[src/rtl/vram_pkg.sv]
// Shared types, constants and decode helpers for the pipelined VRAM mapper.
package vram_pkg;

    localparam int unsigned ADDR_W    = 14;
    localparam int unsigned DATA_W    = 8;
    localparam int unsigned PAL_DEPTH = 32;
    localparam int unsigned PAL_IDX_W = 5;

    localparam logic [ADDR_W-1:0] CHR_END  = 14'h2000;
    localparam logic [ADDR_W-1:0] PAL_BASE = 14'h3F00;

    typedef enum logic [2:0] {
        MIR_HORIZ    = 3'd0,
        MIR_VERT     = 3'd1,
        MIR_SINGLE_A = 3'd2,
        MIR_SINGLE_B = 3'd3,
        MIR_FOUR     = 3'd4
    } mirror_t;

    typedef enum logic [1:0] {
        REG_CHR   = 2'd0,
        REG_CIRAM = 2'd1,
        REG_PAL   = 2'd2,
        REG_NONE  = 2'd3
    } region_t;

    // Map a PPU address onto the memory that backs it.
    function automatic region_t decode_region(input logic [ADDR_W-1:0] a);
        if (a < CHR_END) begin
            return REG_CHR;
        end else if (a < PAL_BASE) begin
            return REG_CIRAM;
        end
        return REG_PAL;
    endfunction

    // Reserved codes, and four-screen without the extra CIRAM, fall back to vertical.
    function automatic mirror_t eff_mirror(input logic [2:0] m, input logic four_ok);
        case (m)
            3'd0:    return MIR_HORIZ;
            3'd1:    return MIR_VERT;
            3'd2:    return MIR_SINGLE_A;
            3'd3:    return MIR_SINGLE_B;
            3'd4:    return four_ok ? MIR_FOUR : MIR_VERT;
            default: return MIR_VERT;
        endcase
    endfunction

    // Nametable select bits {A11, A10} placed above addr[9:0] on the CIRAM bus.
    function automatic logic [1:0] nt_select(input mirror_t m, input logic a11, input logic a10);
        case (m)
            MIR_HORIZ:    return {1'b0, a11};
            MIR_VERT:     return {1'b0, a10};
            MIR_SINGLE_A: return 2'b00;
            MIR_SINGLE_B: return 2'b01;
            MIR_FOUR:     return {a11, a10};
            default:      return {1'b0, a10};
        endcase
    endfunction

    // Sprite backdrop entries 0x10/14/18/1C alias the background ones.
    function automatic logic [PAL_IDX_W-1:0] pal_alias(input logic [PAL_IDX_W-1:0] idx);
        return (idx[1:0] == 2'b00) ? {1'b0, idx[3:0]} : idx;
    endfunction

endpackage

[src/rtl/vram_palette_ram.sv]
// 32-entry palette RAM: aliased index, synchronous write, registered write-first read.
module vram_palette_ram
    import vram_pkg::*;
#(
    parameter int unsigned PAL_W = 6
) (
    input  logic                 clk,
    input  logic                 reset,
    input  logic                 we_i,
    input  logic [PAL_IDX_W-1:0] idx_i,
    input  logic [PAL_W-1:0]     wdata_i,
    output logic [PAL_W-1:0]     rdata_o
);

    logic [PAL_W-1:0]     mem_q [PAL_DEPTH];
    logic [PAL_W-1:0]     rd_q;
    logic [PAL_IDX_W-1:0] idx;

    assign idx     = pal_alias(idx_i);
    assign rdata_o = rd_q;

    // Storage is not reset; a write squashed by reset must not land.
    always_ff @(posedge clk) begin
        if (we_i && !reset) begin
            mem_q[idx] <= wdata_i;
        end
    end

    // Read port returns the value being written when both hit the same cycle.
    always_ff @(posedge clk) begin
        rd_q <= we_i ? wdata_i : mem_q[idx];
    end

endmodule

[src/rtl/vram_mapper_pipe.sv]
// Pipelined PPU VRAM mapper: CHR / CIRAM / palette decode, mirroring, PPUDATA read buffer.
module vram_mapper_pipe
    import vram_pkg::*;
#(
    parameter int unsigned CIRAM_AW   = 11,
    parameter int unsigned CHR_AW     = 13,
    parameter int unsigned CHR_IS_RAM = 0,
    parameter int unsigned PAL_W      = 6
) (
    input  logic                clk,
    input  logic                reset,
    input  logic                req,
    input  logic                we,
    input  logic                cpu_port,
    input  logic [13:0]         addr,
    input  logic [7:0]          wdata,
    input  logic [2:0]          mirror_mode,
    output logic [7:0]          rdata,
    output logic                rvalid,
    output logic [CIRAM_AW-1:0] CIRAM_addr,
    output logic                CIRAM_WE,
    input  logic [7:0]          CIRAM_out,
    output logic [CHR_AW-1:0]   CHR_ROM_addr,
    output logic                CHR_WE,
    input  logic [7:0]          CHR_ROM_out,
    output logic [7:0]          mem_wdata
);

    localparam logic CHR_WR_EN = (CHR_IS_RAM != 0);
    localparam logic FOUR_OK   = (CIRAM_AW == 12);

    // Stage 1 state
    logic                 s1_valid_q, s1_valid_d;
    logic                 s1_we_q, s1_we_d;
    logic                 s1_cpu_q, s1_cpu_d;
    region_t              s1_region_q, s1_region_d;
    logic [CIRAM_AW-1:0]  ciram_addr_q, ciram_addr_d;
    logic                 ciram_we_q, ciram_we_d;
    logic [CHR_AW-1:0]    chr_addr_q, chr_addr_d;
    logic                 chr_we_q, chr_we_d;
    logic [7:0]           mem_wdata_q, mem_wdata_d;
    logic                 pal_we_q, pal_we_d;
    logic [PAL_IDX_W-1:0] pal_idx_q, pal_idx_d;
    logic [PAL_W-1:0]     pal_wdata_q, pal_wdata_d;

    // Stage 2 state
    logic                 s2_rd_q, s2_rd_d;
    logic                 s2_cpu_q, s2_cpu_d;
    region_t              s2_region_q, s2_region_d;
    logic [7:0]           buf_q, buf_d;

    region_t              region;
    mirror_t              mir;
    logic [1:0]           nt;
    logic [11:0]          ciram_full;
    logic [PAL_W-1:0]     pal_rd;
    logic [7:0]           region_data;

    assign CIRAM_addr   = ciram_addr_q;
    assign CIRAM_WE     = ciram_we_q;
    assign CHR_ROM_addr = chr_addr_q;
    assign CHR_WE       = chr_we_q;
    assign mem_wdata    = mem_wdata_q;
    assign rvalid       = s2_rd_q;

    vram_palette_ram #(
        .PAL_W (PAL_W)
    ) u_pal (
        .clk     (clk),
        .reset   (reset),
        .we_i    (pal_we_q),
        .idx_i   (pal_idx_q),
        .wdata_i (pal_wdata_q),
        .rdata_o (pal_rd)
    );

    // Stage 0 -> 1: decode, mirroring and memory-side address/enable generation.
    // Palette accesses also present the nametable underneath (addr & 0x2FFF);
    // the mask only clears A12, which the CIRAM bus never carries.
    always_comb begin
        region      = decode_region(addr);
        mir         = eff_mirror(mirror_mode, FOUR_OK);
        nt          = nt_select(mir, addr[11], addr[10]);
        ciram_full  = {nt, addr[9:0]};

        s1_valid_d  = req;
        s1_we_d     = we;
        s1_cpu_d    = cpu_port;
        s1_region_d = req ? region : REG_NONE;

        ciram_addr_d = ciram_addr_q;
        chr_addr_d   = chr_addr_q;
        mem_wdata_d  = mem_wdata_q;
        pal_idx_d    = pal_idx_q;
        pal_wdata_d  = pal_wdata_q;
        ciram_we_d   = 1'b0;
        chr_we_d     = 1'b0;
        pal_we_d     = 1'b0;

        if (req) begin
            if (we) begin
                mem_wdata_d = wdata;
            end
            case (region)
                REG_CHR: begin
                    chr_addr_d = CHR_AW'(addr);
                    chr_we_d   = we & CHR_WR_EN;
                end
                REG_CIRAM: begin
                    ciram_addr_d = CIRAM_AW'(ciram_full);
                    ciram_we_d   = we;
                end
                REG_PAL: begin
                    ciram_addr_d = CIRAM_AW'(ciram_full);
                    pal_idx_d    = addr[4:0];
                    pal_we_d     = we;
                    pal_wdata_d  = wdata[PAL_W-1:0];
                end
                default: ;
            endcase
        end
    end

    // Stage 1 -> 2: only reads carry forward to the response stage.
    always_comb begin
        s2_rd_d     = s1_valid_q & ~s1_we_q;
        s2_cpu_d    = s1_cpu_q;
        s2_region_d = s1_region_q;
    end

    // Stage 2 response and PPUDATA buffer. The buffer loads at the end of cycle 2,
    // so a CPU read issued on the next cycle already sees it in its own cycle 2.
    always_comb begin
        region_data = 8'h00;
        case (s2_region_q)
            REG_CHR:   region_data = CHR_ROM_out;
            REG_CIRAM: region_data = CIRAM_out;
            REG_PAL:   region_data = 8'(pal_rd);
            default:   region_data = 8'h00;
        endcase

        rdata = 8'h00;
        buf_d = buf_q;
        if (s2_rd_q) begin
            if (s2_cpu_q && (s2_region_q != REG_PAL)) begin
                rdata = buf_q;
            end else begin
                rdata = region_data;
            end
            if (s2_cpu_q) begin
                buf_d = (s2_region_q == REG_PAL) ? CIRAM_out : region_data;
            end
        end
    end

    // Pipeline registers with synchronous reset.
    always_ff @(posedge clk) begin
        if (reset) begin
            s1_valid_q   <= 1'b0;
            s1_we_q      <= 1'b0;
            s1_cpu_q     <= 1'b0;
            s1_region_q  <= REG_NONE;
            ciram_addr_q <= '0;
            ciram_we_q   <= 1'b0;
            chr_addr_q   <= '0;
            chr_we_q     <= 1'b0;
            mem_wdata_q  <= 8'h00;
            pal_we_q     <= 1'b0;
            pal_idx_q    <= '0;
            pal_wdata_q  <= '0;
            s2_rd_q      <= 1'b0;
            s2_cpu_q     <= 1'b0;
            s2_region_q  <= REG_NONE;
            buf_q        <= 8'h00;
        end else begin
            s1_valid_q   <= s1_valid_d;
            s1_we_q      <= s1_we_d;
            s1_cpu_q     <= s1_cpu_d;
            s1_region_q  <= s1_region_d;
            ciram_addr_q <= ciram_addr_d;
            ciram_we_q   <= ciram_we_d;
            chr_addr_q   <= chr_addr_d;
            chr_we_q     <= chr_we_d;
            mem_wdata_q  <= mem_wdata_d;
            pal_we_q     <= pal_we_d;
            pal_idx_q    <= pal_idx_d;
            pal_wdata_q  <= pal_wdata_d;
            s2_rd_q      <= s2_rd_d;
            s2_cpu_q     <= s2_cpu_d;
            s2_region_q  <= s2_region_d;
            buf_q        <= buf_d;
        end
    end

endmodule
[config.mk]
export PLATFORM = sky130hd
export DESIGN_NAME = vram_mapper_pipe
export DESIGN_NICKNAME = d
export VERILOG_FILES = /design/src/rtl/vram_pkg.sv /design/src/rtl/vram_palette_ram.sv /design/src/rtl/vram_mapper_pipe.sv
export SDC_FILE = /design/constraint.sdc
export NUM_CORES = 1
export LEC_CHECK = 0
export ABC_AREA = 0
export CORE_ASPECT_RATIO = 0.8
export CORE_MARGIN = 5
export CORE_UTILIZATION = 49
export DETAILED_ROUTE_END_ITERATION = 8
export MAX_ROUTING_LAYER = met4
export PLACE_DENSITY = 0.72
export SKIP_CTS_REPAIR_TIMING = 1
export SLEW_MARGIN = 30
export SYNTH_ARGS = -nofsm -noshare
export SYNTH_HDL_FRONTEND = slang
export SYNTH_SLANG_ARGS = --single-unit
[constraint.sdc]
create_clock -name clk -period 2.1 [get_ports clk]
set_input_delay 0.42 -clock clk [delete_from_list [all_inputs] [get_ports clk]]
set_output_delay 0.42 -clock clk [all_outputs]
set_load 0.05 [all_outputs]
==> results of run 1 <==
sequential cells by signal, summed over array words and instances, names as in the netlist:
name and cells:
pal_we_q 1, CHR_ROM_addr 13, mem_wdata 8, s1_cpu_q 1, CIRAM_WE 1, buf_q 8
u_pal.rdata_o 6, s1_we_q 1, s1_valid_q 1, s2_cpu_q 1, s1_region_q 2, rvalid 1
pal_wdata_q 6, s2_region_q 2, pal_idx_q 5, u_pal.mem_q 168, CIRAM_addr 11
power groups by stage:
stage	logic, mW	registers (mW)	clock network, mW
6_report	0.465	4.99	3.85
3_3_place_gp	0.437	5.09	0
5_1_grt	0.490	4.99	4.10
3_5_place_dp	0.446	5.09	0
2_1_floorplan	0.135	5.19	0
4_1_cts	0.448	4.99	3.91
metrics by stage:
| step | worst slack [ns] | power [mW] | hold WS [ns] |
|---|---|---|---|
| floorplan | 0.137 | 5.32 | 0.372 |
| global placement | 0.124 | 5.52 | 0.382 |
| detailed placement | 0.0937 | 5.54 | 0.396 |
| CTS | -0.339 | 9.35 | 0.410 |
| global route | -0.118 | 9.58 | 0.432 |
| finish | -0.0686 | 9.30 | 0.402 |
worst max-delay path, stage by stage, from the launching register on:
cell and delay (ns):
dfxtp_4 0.36, buf_8 0.14, nor2b_4 0.15, nor2_4 0.09, o22ai_1 0.14, o211a_1 0.22
buf_12 0.15
worst min path at each step:
stage / end / slack, ns / startpoint
6_report: rvalid / 0.40 / s1_we_q
3_5_place_dp: s2_region_q[0] / 0.40 / s1_region_q[0]
4_1_cts: s2_region_q[0] / 0.41 / s1_region_q[0]
3_3_place_gp: rvalid / 0.38 / s1_we_q
2_1_floorplan: rvalid / 0.37 / s1_we_q
5_1_grt: s2_region_q[1] / 0.43 / s1_region_q[1]
cells by family (layout without fill, tap and decap cells):
kind of cell	after synthesis	after routing	synth area share [%]
buffers and inverters	46	191	2.78
other	1	1	0.0395
flip-flops	236	236	67.4
multiplexers	67	67	10.5
AND/OR/NAND/NOR	217	217	10.4
AO/OA/AOI/OAI	108	108	8.83
metal layers:
layer	track usage, %	share of wire [%]
met1	28.1	44
met2	31.2	48
met3	2.81	6.5
met4	4.40	1.7
met5	-	0
layout make-up:
type                            instances  area share [%]
Clock buffer                           31            5.27
Clock inverter                         10           0.642
Inverter                                4           0.126
Multi-Input combinational cell        393            24.7
Sequential cell                       236            54.0
Tap cell                              258            2.72
Timing Repair Buffer                  146            12.6
Yosys cell counts, drive strengths merged, types with 13 or more instances:
library cell,number
a21oi,32
buf,23
clkbuf,19
dfxtp,68
edfxtp,168
mux2,24
mux2i,19
mux4,24
nand2,87
nand3,15
nand3b,13
nor2,63
nor2b,13
nor3,15
==> impl_metrics.ini, run 1 <==
[clock_tree]
clock_latency_ns = 0.50
cts_tree = yes
clock-root-buffer = clkbuf_16
ctsHtreeMaxLevel = 1
cts.reportedPaths.clkPinSlew_ns = 0.06
clkSinkCount = 236
cts_made_buffers = 23
cts_buffer_depth = 3

[global_routing]
overflow = 0
track_usage_pct = 19.9
grt_start_max_net_pins = 59
grt_pass1_vias = 6067
grt_first_pass_wirelength_um = 34400
antenna_found_initial = 0

[sta]
setup-tns-final_ns = -0.376
layout_min_cycle_time_ns = 2.17
post-route-period-util_pct = 103
hold_viol_final = 0
fin_worst_skew_ns = 0.0122
layout_setup_ws_ns = -0.0686
tightest_slew_ns = 0.910
rsz0062_at_grt = true
clock.fmax_mhz = 461
finalMaxSlewViolations = 0
worst_slew_margin_rel_pct = 39.3
setup_viol = 8

[run]
cap_violations = 0

[setup_path]
r2r-end = u_pal.rdata_o[4]
arrival_ns = 1.75
start_kind = flip-flop
cp.required_ns = 1.68
r2r-start = pal_idx_q[2]
regToRegSetupSlack_ns = 0.16
critPathCapture = rdata[3]
startpoint = s2_region_q[0]
worstSetupPathType = reg -> out
critical_path_peak_fanout = 6
rr_worst_depth = 4
endpoint_kind = output port

[place]
place_area_mm2 = 0.0110
place_inst = 1036
place_congestion = 0.912
hpwl_um = 15100
portBuffers = 87

[synth]
synth_edf_count = 168
synthesis.nets = 721
synth_area_per_cell_um2 = 14.1
synth_seq_area_share_pct = 67.4
synthTopCellsByArea = edfxtp_1 53%, dfxtp_1 14%, mux4_2 5.7%, nand2_1 3.4%, mux2_2 2.8%
syn_area_mm2 = 0.00950
yosysTopAreaCellShare_pct = 53.1
synth.yosys.warnings = 0
ys_types = 42
synth_top_area_cell = edfxtp_1
synth_top_flop_cell = edfxtp_1
async_flop_share_pct = 0
synthCells = 675
ys_ff_latch = 236

[cells_and_area]
fillers = 1431
seqCellArea_mm2 = 0.00642
area_growth_syn_to_layout_pct = 25.1
layout_common_cells = 168 x edfxtp_1, 84 x nand2_1, 64 x dfxtp_1, 62 x nor2_1, 57 x buf_4
fin_nets = 850
final_core_util_pct = 62.4
final_common_cell = edfxtp_1
fin_cells = 1078
drive_above_1_share_pct = 22.3
antenna_cells = 0
multi_input_area_mm2 = 0.00293
post-route-cell-area_mm2 = 0.0119

[floorplanning]
die_h_um = 135
fp.dieW_um = 166
rows = 45
io_pins = 89
coreArea_mm2 = 0.0190
die-area_mm2 = 0.0223
start_util_pct = 49.9

[power_and_ir_drop]
combPwrFrac_pct = 5.0
p_leak_nw = 4.85
p_clk_share_pct = 41.4
power_density_mw_per_mm2 = 783
p_int_mw = 7.37
power.switching_mw = 1.94
ir_drop_mv = 0.541
switching_share_pct = 20.8
seqPwrFrac_pct = 53.6

[drt]
wirelength_um = 22400
first_pass_iters = 5
drc = 0
vias = 6145
viasPerCell = 5.70
wl_per_cell_um = 20.7
dr.first_iter.drc_count = 541
postRouteAntennaNets = 0

[worst_hold_path]
holdPathStages = 1
hold_path.class = reg -> reg

[run_status]
status = finished with violations
violations = negative setup slack
(Power assumes the default switching activity.)
==> run 2: changes to the inputs <==
- ABC_CLOCK_PERIOD_IN_PS: unset -> 2100
- REMOVE_ABC_BUFFERS: unset -> 1
- SLEW_MARGIN: 30 -> unset
==> run 2 against run 1 <==
Critical path depth fell by 2. Clock skew rose by 0.00067 ns. Final cell count rose by 0.93%. Fmax fell by 1.4%. Non-clock buffer count rose by 9. Die area did not move. Combinational power rose by 2%. Sequential share of layout area fell by 0.74 points. Utilization rose by 0.83 points. Sequential power barely moved. Highest routed layer unchanged. The flow still finishes with violations (negative setup slack). Flip-flop and latch count did not move.
==> impl_metrics.ini, run 2 (synthesis results as in run 1) <==
[floorplanning]
coreArea_mm2 = 0.0190
die_h_um = 135
start_util_pct = 49.9
rows = 45
fp.dieW_um = 166
io_pins = 89
die-area_mm2 = 0.0223

[cells_and_area]
drive_above_1_share_pct = 23.5
post-route-cell-area_mm2 = 0.0120
final_core_util_pct = 63.3
fin_nets = 859
area_growth_syn_to_layout_pct = 26.7
layout_common_cells = 168 x edfxtp_1, 85 x nand2_1, 65 x dfxtp_1, 62 x buf_4, 59 x nor2_1
largest_reg_flops = 168
final_common_cell = edfxtp_1
top_register = u_pal.mem_q
antenna_cells = 0

[sta]
finalMaxSlewViolations = 0
hold_viol_final = 0
rsz0062_at_grt = true
setup-tns-final_ns = -0.564
layout_min_cycle_time_ns = 2.20
clock.fmax_mhz = 455
post-route-period-util_pct = 105
layout_setup_ws_ns = -0.0987
setup_viol = 7
finalHoldWorstSlack_ns = 0.425
worst_slew_margin_rel_pct = 43.7
fin_worst_skew_ns = 0.0129
tightest_slew_ns = 0.843

[power_and_ir_drop]
p_int_mw = 7.57
power.switching_mw = 1.98
p_clk_share_pct = 42.8
seqPwrFrac_pct = 52.3
power_density_mw_per_mm2 = 793
switching_share_pct = 20.7
power_mw = 9.55
ir_drop_mv = 0.456
p_leak_nw = 4.94
combPwrFrac_pct = 5.0

[global_routing]
overflow = 0
grt_pass1_vias = 6122
grt_first_pass_wirelength_um = 34000
antenna_found_initial = 0
track_usage_pct = 19.7
grt_start_max_net_pins = 59

[clock_tree]
ctsHtreeMaxLevel = 1
clkSinkCount = 236
cts_made_buffers = 23
clock-root-buffer = clkbuf_16
cts.reportedPaths.clkPinSlew_ns = 0.07
cts_tree = yes
clock_latency_ns = 0.51
cts_buffer_depth = 3

[drt]
top_layer_used = met4
postRouteAntennaNets = 0
viasPerCell = 5.72
wirelength_um = 22300
drt-met1-wl_um = 9600
dr.first_iter.drc_count = 536
dr_wl_met3_um = 1430
met2_length_um = 10800
drc = 0
wl_per_cell_um = 20.5
vias = 6228
first_pass_iters = 5

[setup_path]
worstSetupPathType = reg -> out
start_kind = flip-flop
critical_path_peak_fanout = 6
arrival_ns = 1.78
cp.required_ns = 1.68
endpoint_kind = output port

[worst_hold_path]
hold_path.class = reg -> reg

[run]
cap_violations = 0

[run_status]
status = finished with violations
violations = negative setup slack

[place]
place_area_mm2 = 0.0110
portBuffers = 87
hpwl_um = 14800
place_congestion = 0.844
==> run 2: cell count changes in the layout (fill, tap and decap cells not counted), moves of 2 or more <==
cell,delta
nor2_2,+3
clkinv_1,-2
clkbuf_8,+2
buf_4,+5
mux2i_2,-4
nor2_1,-3
buf_6,+4
mux2i_4,+3
==> run 2: layer usage <==
layer / track usage, % / up-vias
met5: - / -
met4: 4.90 / 0
met3: 3.42 / 42
met2: 30.9 / 217
met1: 27.2 / 3141
li1: - / 2828
==> run 2: final timing paths <==
| path | depth (start not counted) | end | slack [ns] | from |
|---|---|---|---|---|
| worst max-delay path | 4 | rdata[2] | -0.1 | s2_cpu_q |
| worst min register to register | 1 | s2_region_q[0] | 0.43 | s1_region_q[0] |
| worst min-delay path | 1 | s2_region_q[0] | 0.43 | s1_region_q[0] |
| worst max register to register | 6 | u_pal.mem_q[17][3] | 0.20 | pal_idx_q[0] |
==> run 2: power groups by stage <==
| stage | Clock (mW) | Combinational [mW] | Sequential, mW |
|---|---|---|---|
| finish | 4.08 | 0.475 | 4.99 |
| global route | 4.35 | 0.499 | 4.99 |
| CTS | 4.14 | 0.450 | 4.99 |
| detailed placement | 0 | 0.448 | 5.09 |
| global placement | 0 | 0.437 | 5.09 |
| floorplan | 0 | 0.102 | 5.19 |
==> run 2: critical path, stage by stage, from the launching register on <==
cell and delay [ns]:
dfxtp_1 0.50, nand2_1 0.17, buf_4 0.20, o211a_1 0.24, buf_12 0.16
==> run 2: area by class of cell <==
type,count,area (um2)
multi-input combinational,393,2950
timing repair buffer,155,1580
clock buffer,33,653
inverter,4,15.0
clock inverter,9,98.8
tap,258,323
sequential,236,6410
fill,1419,6990
==> run 2: metrics by stage <==
step                      setup slack, ns  std cells
after detailed placement          -0.0364       1043
after global routing               -0.137       1088
after floorplan                     -1.24        633
after CTS                          -0.316       1085
after global placement            -0.0129       1043
final                             -0.0987       1088
==> run 3: changes to the inputs <==
--- a/config.mk
+++ b/config.mk
@@ -8,4 +8,5 @@
 export ABC_AREA = 0
 export ABC_CLOCK_PERIOD_IN_PS = 2100
+export CAP_MARGIN = 20
 export CORE_ASPECT_RATIO = 0.8
 export CORE_MARGIN = 5
@@ -13,5 +14,5 @@
 export DETAILED_ROUTE_END_ITERATION = 8
 export MAX_ROUTING_LAYER = met4
-export PLACE_DENSITY = 0.72
+export PLACE_DENSITY = 0.7
 export REMOVE_ABC_BUFFERS = 1
 export SKIP_CTS_REPAIR_TIMING = 1
==> constraint.sdc (replaced) <==
create_clock -name clk -period 2.1 [get_ports clk]
set_input_delay 0.21 -clock clk [delete_from_list [all_inputs] [get_ports clk]]
set_output_delay 0.21 -clock clk [all_outputs]
set_load 0.05 [all_outputs]
==> run 3 against run 2 <==
Largest cell class unchanged. Sequential power about the same. Total power decreased by 2.8%. Critical endpoint is now rdata[4]. The flow now finishes without violations. Clock skew increased by 0.0015 ns. Via count decreased by 1.4%.
==> impl_metrics.ini, run 3 (synthesis results as in run 1) <==
[cells_and_area]
fin_nets = 849
layout_common_cells = 168 x edfxtp_1, 85 x nand2_1, 78 x clkdlybuf4s50_1, 65 x dfxtp_1, 62 x nor2_1
drive_above_1_share_pct = 20.4
final_common_cell = edfxtp_1
antenna_cells = 0
top_register = u_pal.mem_q
largest_reg_flops = 168
area_growth_syn_to_layout_pct = 23.2

[sta]
worst_slew_margin_rel_pct = 37.6
setup_viol = 0
post-route-period-util_pct = 98.0
finalMaxSlewViolations = 0
hold_viol_final = 0
fin_worst_skew_ns = 0.0144
layout_min_cycle_time_ns = 2.06
setup-tns-final_ns = 0
tightest_slew_ns = 0.935
clock.fmax_mhz = 486

[power_and_ir_drop]
p_clk_share_pct = 41.3
p_leak_nw = 4.33
power_mw = 9.28
combPwrFrac_pct = 4.9
power.switching_mw = 1.93
switching_share_pct = 20.8
power_density_mw_per_mm2 = 793
ir_drop_mv = 0.575
seqPwrFrac_pct = 53.8
p_int_mw = 7.35

[drt]
viasPerCell = 5.69
dr.first_iter.drc_count = 684
wirelength_um = 22800
drc = 0
vias = 6138
postRouteAntennaNets = 0
wl_per_cell_um = 21.1
first_pass_iters = 5

[setup_path]
slowest_delay_ns = 0.35
endpoint_kind = output port
regToRegSetupSlack_ns = 0.13
start_kind = flip-flop
critical_path_peak_fanout = 6
slowest_stage = dfxtp_2
arrival_ns = 1.85
cp.required_ns = 1.89
crit_chain = clkbuf_4 > nor2b_2 > nor2_2 > o22ai_1 > o211a_1 > buf_12
worstSetupPathType = reg -> out

[floorplanning]
fp.dieW_um = 166
start_util_pct = 49.9
coreArea_mm2 = 0.0190
die-area_mm2 = 0.0223
rows = 45
die_h_um = 135
io_pins = 89

[worst_hold_path]
hold_path.class = in -> reg

[clock_tree]
clock-root-buffer = clkbuf_16
cts_buffer_depth = 3
clkSinkCount = 236
ctsHtreeMaxLevel = 1
cts.reportedPaths.clkPinSlew_ns = 0.06
clock_latency_ns = 0.51
cts_made_buffers = 23
cts_tree = yes

[global_routing]
track_usage_pct = 20.4
grt_pass1_vias = 6113
antenna_found_initial = 0
grt_first_pass_wirelength_um = 34700
grt_start_max_net_pins = 59
overflow = 0

[place]
hpwl_um = 15900
portBuffers = 87
place_congestion = 0.906

[run]
cap_violations = 0

[run_status]
status = finished, final reports clean
-- run 3: critical path: cells and delay by family (launching register included) --
family,cells,cell delay (ns)
buffers and inverters,2,0.36
flip-flops,1,0.35
AO/OA/AOI/OAI,2,0.31
AND/OR/NAND/NOR,2,0.32
-- run 3: worst paths after layout --
path                  start          endpoint  cells after the start
max          s2_region_q[0]          rdata[4]                      6
min reg2reg         s1_we_q            rvalid                      1
max reg2reg    pal_idx_q[0]  u_pal.rdata_o[5]                      5
min                wdata[7]      mem_wdata[7]                      3
-- run 3: final cells by class --
class	count	area, um2
Clock buffer	34	627
Clock inverter	8	68.8
Fill cell	1473	7330
Inverter	4	15.0
Multi-Input combinational cell	393	2860
Sequential cell	236	6410
Tap cell	258	323
Timing Repair Buffer	145	1400
-- run 3: power by group through the flow --
stage / clock, mW / sequential [mW] / combinational (mW)
2_1_floorplan: 0 / 5.19 / 0.102
3_5_place_dp: 0 / 5.09 / 0.446
4_1_cts: 3.90 / 4.99 / 0.448
6_report: 3.83 / 4.99 / 0.457
5_1_grt: 4.11 / 4.99 / 0.480
3_3_place_gp: 0 / 5.08 / 0.440
-- run 3: through the flow --
stage	hold slack, ns	instances	util, %	setup slack, ns	instance area [um2]
detailed placement	0.390	1032	57.5	0.122	10900
global placement	0.391	1032	57.5	0.138	10900
CTS	0.257	1074	61.1	-0.101	11600
global route	0.266	1078	61.5	-0.0260	11700
finish	0.266	1078	61.5	0.0419	11700
floorplan	0.279	633	-	-1.24	9250
-- run 3: routing by layer --
metal | GRT usage (%) | wire length [um] | vias to the layer above
met5 | - | 0 | -
met1 | 28.8 | 9880 | 2995
met3 | 3.72 | 1650 | 42
li1 | - | - | 2814
met4 | 4.67 | 481 | 0
met2 | 31.3 | 10800 | 287
